===== src/rtl/uart_pkg.sv =====
// Shared UART transmitter types: FSM state encoding, parity selections and latched frame config.
package uart_pkg;

  typedef enum logic [2:0] {
    ST_IDLE,
    ST_START,
    ST_DATA,
    ST_PARITY,
    ST_STOP
  } state_t;

  localparam logic [1:0] PAR_NONE = 2'd0;
  localparam logic [1:0] PAR_EVEN = 2'd1;
  localparam logic [1:0] PAR_ODD  = 2'd2;

  typedef struct packed {
    logic [1:0] parity_mode;
    logic       two_stop;
  } frame_cfg_t;

  // Mode 3 is reserved and behaves as no parity.
  function automatic logic has_parity(input logic [1:0] mode);
    return (mode == PAR_EVEN) || (mode == PAR_ODD);
  endfunction

endpackage


===== src/rtl/uart_bit_timer.sv =====
// Bit-period counter: counts 0..end_val and wraps; tc is high for the cycle count==end_val.
// Zero latency on tc; clr has priority and forces the count back to 0 on the next edge.
module uart_bit_timer #(
  parameter int div_width = 16
) (
  input  logic                 clk,
  input  logic                 rst,
  input  logic                 clr,
  input  logic [div_width-1:0] end_val,
  output logic                 tc
);

  logic [div_width-1:0] count;

  always_ff @(posedge clk or negedge rst) begin
    if (!rst) begin
      count <= '0;
    end else if (clr || tc) begin
      count <= '0;
    end else begin
      count <= count + div_width'(1);
    end
  end

  assign tc = (count == end_val);

endmodule


===== src/rtl/uart_tx_frame.sv =====
// UART transmitter with runtime parity/stop/baud config and a one-word holding buffer.
// Start bit leaves one cycle after the buffer fills; tx_ready drops while the buffer holds a word.
module uart_tx_frame
  import uart_pkg::*;
#(
  parameter int data_size = 8,
  parameter int div_width = 16
) (
  input  logic                 clk,
  input  logic                 rst,
  input  logic [data_size-1:0] tx_data,
  input  logic                 tx_valid,
  output logic                 tx_ready,
  input  logic [div_width-1:0] baud_div,
  input  logic [1:0]           parity_mode,
  input  logic                 two_stop,
  output logic                 tx_s,
  output logic                 busy
);

  localparam int CW = $clog2(data_size);
  localparam logic [CW-1:0] LAST_BIT = CW'(data_size - 1);

  logic [data_size-1:0] buf_dat;
  logic                 buf_vld;
  logic [data_size-1:0] shifter;
  logic                 par_bit;
  logic [div_width-1:0] div_q;
  frame_cfg_t           cfg_q;
  state_t               state;
  logic [CW-1:0]        bit_cnt;
  logic                 stop_second;
  logic                 tc;
  logic                 load;

  // A frame is loaded from idle, or straight off the final stop bit for gapless back-to-back.
  assign load = buf_vld &&
                ((state == ST_IDLE) ||
                 ((state == ST_STOP) && tc && (!cfg_q.two_stop || stop_second)));

  uart_bit_timer #(
    .div_width(div_width)
  ) u_bit_timer (
    .clk    (clk),
    .rst    (rst),
    .clr    (load || (state == ST_IDLE)),
    .end_val(div_q),
    .tc     (tc)
  );

  always_ff @(posedge clk or negedge rst) begin
    if (!rst) begin
      buf_dat  <= '0;
      buf_vld  <= 1'b0;
      tx_ready <= 1'b1;
    end else if (load) begin
      buf_vld  <= 1'b0;
      tx_ready <= 1'b1;
    end else if (tx_valid && tx_ready) begin
      buf_dat  <= tx_data;
      buf_vld  <= 1'b1;
      tx_ready <= 1'b0;
    end
  end

  always_ff @(posedge clk or negedge rst) begin
    if (!rst) begin
      state       <= ST_IDLE;
      tx_s        <= 1'b1;
      busy        <= 1'b0;
      shifter     <= '0;
      par_bit     <= 1'b0;
      div_q       <= '0;
      cfg_q       <= '0;
      bit_cnt     <= '0;
      stop_second <= 1'b0;
    end else if (load) begin
      shifter           <= buf_dat;
      par_bit           <= (parity_mode == PAR_ODD) ? ~^buf_dat : ^buf_dat;
      div_q             <= baud_div;
      cfg_q.parity_mode <= parity_mode;
      cfg_q.two_stop    <= two_stop;
      bit_cnt           <= '0;
      stop_second       <= 1'b0;
      state             <= ST_START;
      tx_s              <= 1'b0;
      busy              <= 1'b1;
    end else begin
      case (state)
        ST_IDLE: begin
          tx_s <= 1'b1;
          busy <= 1'b0;
        end
        ST_START: begin
          if (tc) begin
            state   <= ST_DATA;
            tx_s    <= shifter[0];
            shifter <= shifter >> 1;
            bit_cnt <= '0;
          end
        end
        ST_DATA: begin
          if (tc) begin
            if (bit_cnt == LAST_BIT) begin
              if (has_parity(cfg_q.parity_mode)) begin
                state <= ST_PARITY;
                tx_s  <= par_bit;
              end else begin
                state <= ST_STOP;
                tx_s  <= 1'b1;
              end
            end else begin
              bit_cnt <= bit_cnt + CW'(1);
              tx_s    <= shifter[0];
              shifter <= shifter >> 1;
            end
          end
        end
        ST_PARITY: begin
          if (tc) begin
            state <= ST_STOP;
            tx_s  <= 1'b1;
          end
        end
        ST_STOP: begin
          if (tc) begin
            if (cfg_q.two_stop && !stop_second) begin
              stop_second <= 1'b1;
            end else begin
              state <= ST_IDLE;
              tx_s  <= 1'b1;
              busy  <= 1'b0;
            end
          end
        end
        default: begin
          state <= ST_IDLE;
          tx_s  <= 1'b1;
          busy  <= 1'b0;
        end
      endcase
    end
  end

endmodule

===== config.mk =====
export PLATFORM = sky130hd
export DESIGN_NAME = uart_tx_frame
export DESIGN_NICKNAME = d
export VERILOG_FILES = /design/src/rtl/uart_pkg.sv /design/src/rtl/uart_bit_timer.sv /design/src/rtl/uart_tx_frame.sv
export SDC_FILE = /design/constraint.sdc
export NUM_CORES = 1
export LEC_CHECK = 0
export BUFFER_PORTS_ARGS = -buffer_cell sky130_fd_sc_hd__buf_2
export CAP_MARGIN = 10
export CELL_PAD_IN_SITES_DETAIL_PLACEMENT = 0
export CELL_PAD_IN_SITES_GLOBAL_PLACEMENT = 1
export CORE_ASPECT_RATIO = 1.1
export CORE_MARGIN = 2
export CORE_UTILIZATION = 49
export CTS_BUF_LIST = sky130_fd_sc_hd__clkbuf_8
export DETAILED_ROUTE_END_ITERATION = 10
export PLACE_DENSITY_LB_ADDON = 0.2
export SLEW_MARGIN = 30
export SYNTH_ARGS = -nofsm -noshare
export SYNTH_HDL_FRONTEND = slang
export SYNTH_HIERARCHICAL = 1
export SYNTH_SLANG_ARGS = --single-unit

===== constraint.sdc =====
create_clock -name clk -period 3.23 [get_ports clk]
set_input_delay 0.323 -clock clk [delete_from_list [all_inputs] [get_ports clk]]
set_output_delay 0.323 -clock clk [all_outputs]
set_load 0.01 [all_outputs]

==> metrics <==
drt wl/cell=15.7 um; Critical Path End Type=flop; pwr dens=853 nW/um^2; initial antenna violation count=0; Clock Skews=0.0155 ns; Ports=33; DRT Pass-1 Iters=4; Core Box Area=6230 sq um; setup bufs post-CTS=0; P&R area growth vs syn=13.9%; Hold Crit Class=in -> reg; critical path type=reg -> reg; Sw Ratio=0.340; Synth area leader=dfrtp_1; Yosys cell types=53; Initial Util=0.512; chip height=88.6 um; layout cells sized above 1=0.301; pin count of the biggest net entering global routing=46; clk_lat worst skew=0.35 ns; Post-synth EDFFs=0; DR vias=2159; Yosys reg bits=63; Setup-failing EPs final=0; Tcrit/Tclk final=0.856; Comb pwr share=0.357; crit path DAT=2.95 ns; clock share of power=0.214; Buffers on Ports=32; Starting DRT DRC Count=88; vias in the first global route=2224; P_int=2.04 mW; switching power=1.05 mW; Worst IR Drop VDD=0.419 mV; synth cell count leaders=dfrtp_1, mux2_2, xnor2_1, nor2_1, nand2_1; top post-synthesis cells by area=dfrtp_1, mux2_2, xnor2_1; Pleak=1.59 nW; Setup TNS=0 ns; Clk Tree Root Cell=clkbuf_8; Synth Net Count=306; actual slew at the worst max-slew pin=0.876 ns; Die ar.=7170 sq um; Sequential Power Share=0.429; Max FO, Critical Path=16; WP data required=3.42 ns; fin crit period=2.77 ns; Num CTS Buffers=9; Total Wirelength=6260 um; Syn. warnings=6; Syn Area/Cell=11.7 sq um; routability cong.=0.856; async set or reset register ratio after synthesis=1.00; register area share after synthesis=0.495; drt drc=0; number of diodes=0; Final Max Slew Viols=0; ys flop type=dfrtp_1; gr ovfl total=0; TritonCTS clock tree=built; global-route wire length before repair=10400 um; Resize count post-CTS=0; total power=3.10 mW; max-cap viol count=0; CTS Sinks=63; top-count cell post-synth=dfrtp_1; Antenna Nets Post-Route=0; H-tree lvl count=3; Cells after Synth=273; Final HPWL DP=4550 um; crit start category=flop; CTS Buffer Depth=2; row count=30; status=complete, no violations; cts hold-fix bufs=1; Via density=5.41; GRT Util Overall=0.198; R2R Setup Slk=0.46 ns; top-area cell type share of the netlist area=0.479; RSZ-0062 raised after global routing=false; Clock transition at path regs=0.08 ns; DIE WIDTH=80.9 um; Final Hold Fails=0; fmax=362 MHz; relative slew slack=0.414; nets=347; synthesized area=3190 sq um
sequential cells by signal, indices dropped and copies added, names as in the netlist, 3 cells and up:
signal / flops
div_q: 16
bit_cnt: 3
u_bit_timer/count: 16
cfg_q: 3
state: 3
shifter: 8
buf_dat: 8
worst paths after layout:
kind,to,from,cells past startpoint
worst max-delay path,u_bit_timer/count[10]$_DFF_PN0_,u_bit_timer/count[2]$_DFF_PN0_,11
worst min-delay path,tx_ready$_DFFE_PN1P_,tx_valid,2
worst max register to register,u_bit_timer/count[10]$_DFF_PN0_,u_bit_timer/count[2]$_DFF_PN0_,11
worst min register to register,tx_s$_DFFE_PN1P_,tx_s$_DFFE_PN1P_,1
max in group asynchronous,u_bit_timer/count[4]$_DFF_PN0_,rst,3
min in group asynchronous,shifter[2]$_DFFE_PN0P_,rst,2
placed cells by master, fill, tap and decap left out, types with 8 or more instances in the layout:
| master | netlist | layout |
|---|---|---|
| nor2_1 | 20 | 20 |
| nand2_1 | 11 | 11 |
| buf_2 | 3 | 31 |
| dfrtp_1 | 61 | 61 |
| o21ai_0 | 9 | 9 |
| a21oi_1 | 9 | 9 |
| xor2_1 | 8 | 8 |
| xnor2_1 | 26 | 26 |
| inv_1 | 8 | 9 |
| clkbuf_8 | 0 | 9 |
| mux2_2 | 27 | 27 |
final cells by class:
class / instances / area, sq um
Tap cell: 80 / 100
Multi-Input combinational cell: 194 / 1520
Timing Repair Buffer: 38 / 210
Inverter: 8 / 30.0
Clock inverter: 7 / 65.1
Sequential cell: 63 / 1580
Clock buffer: 9 / 124
Fill cell: 569 / 2600
through the flow:
stage | cells | hold slack [ns] | setup slack (ns) | instance area, sq um | utilization
after floorplan | 273 | 0.0274 | 0.834 | 3190 | -
after global placement | 382 | 0.471 | 0.546 | 3430 | 0.550
after detailed placement | 382 | 0.360 | 0.457 | 3430 | 0.551
after CTS | 399 | 0.150 | 0.435 | 3630 | 0.583
after global routing | 399 | 0.177 | 0.219 | 3630 | 0.583
final | 399 | 0.162 | 0.464 | 3630 | 0.583
routing by layer:
layer,share of wire,up-vias,GRT usage
met4,0.015,0,0.0786
met1,0.43,1068,0.236
met3,0.028,8,0.0520
li1,-,1055,-
met2,0.52,28,0.340
met5,0,-,0
power by group through the flow:
stage | combinational [mW] | sequential, mW | clock, mW
floorplan | 0.914 | 1.28 | 0
CTS | 1.13 | 1.33 | 0.683
global placement | 1.11 | 1.34 | 0
detailed placement | 1.13 | 1.35 | 0
global route | 1.24 | 1.38 | 0.720
finish | 1.11 | 1.33 | 0.663
critical path, stage by stage (launching register included):
cell	delay (ns)
dfrtp_1	0.46
xnor2_1	0.18
nand4_1	0.21
nor4_1	0.32
buf_4	0.21
inv_1	0.09
o21ai_2	0.28
nand2_1	0.29
o21ai_0	0.16
inv_1	0.10
o41ai_4	0.16
nor2_1	0.13
cell families after synthesis:
family                   after synthesis  share of synthesized area
AND/OR/NAND/NOR                       76                      0.127
flip-flops                            63                      0.495
AO/OA/AOI/OAI                         42                      0.104
multiplexers                          37                      0.129
XOR/XNOR                              36                      0.106
buffers and inverters                 16                     0.0271
adder cells (fa/ha/maj)                3                     0.0118
Power figures use the tool's default switching activity.
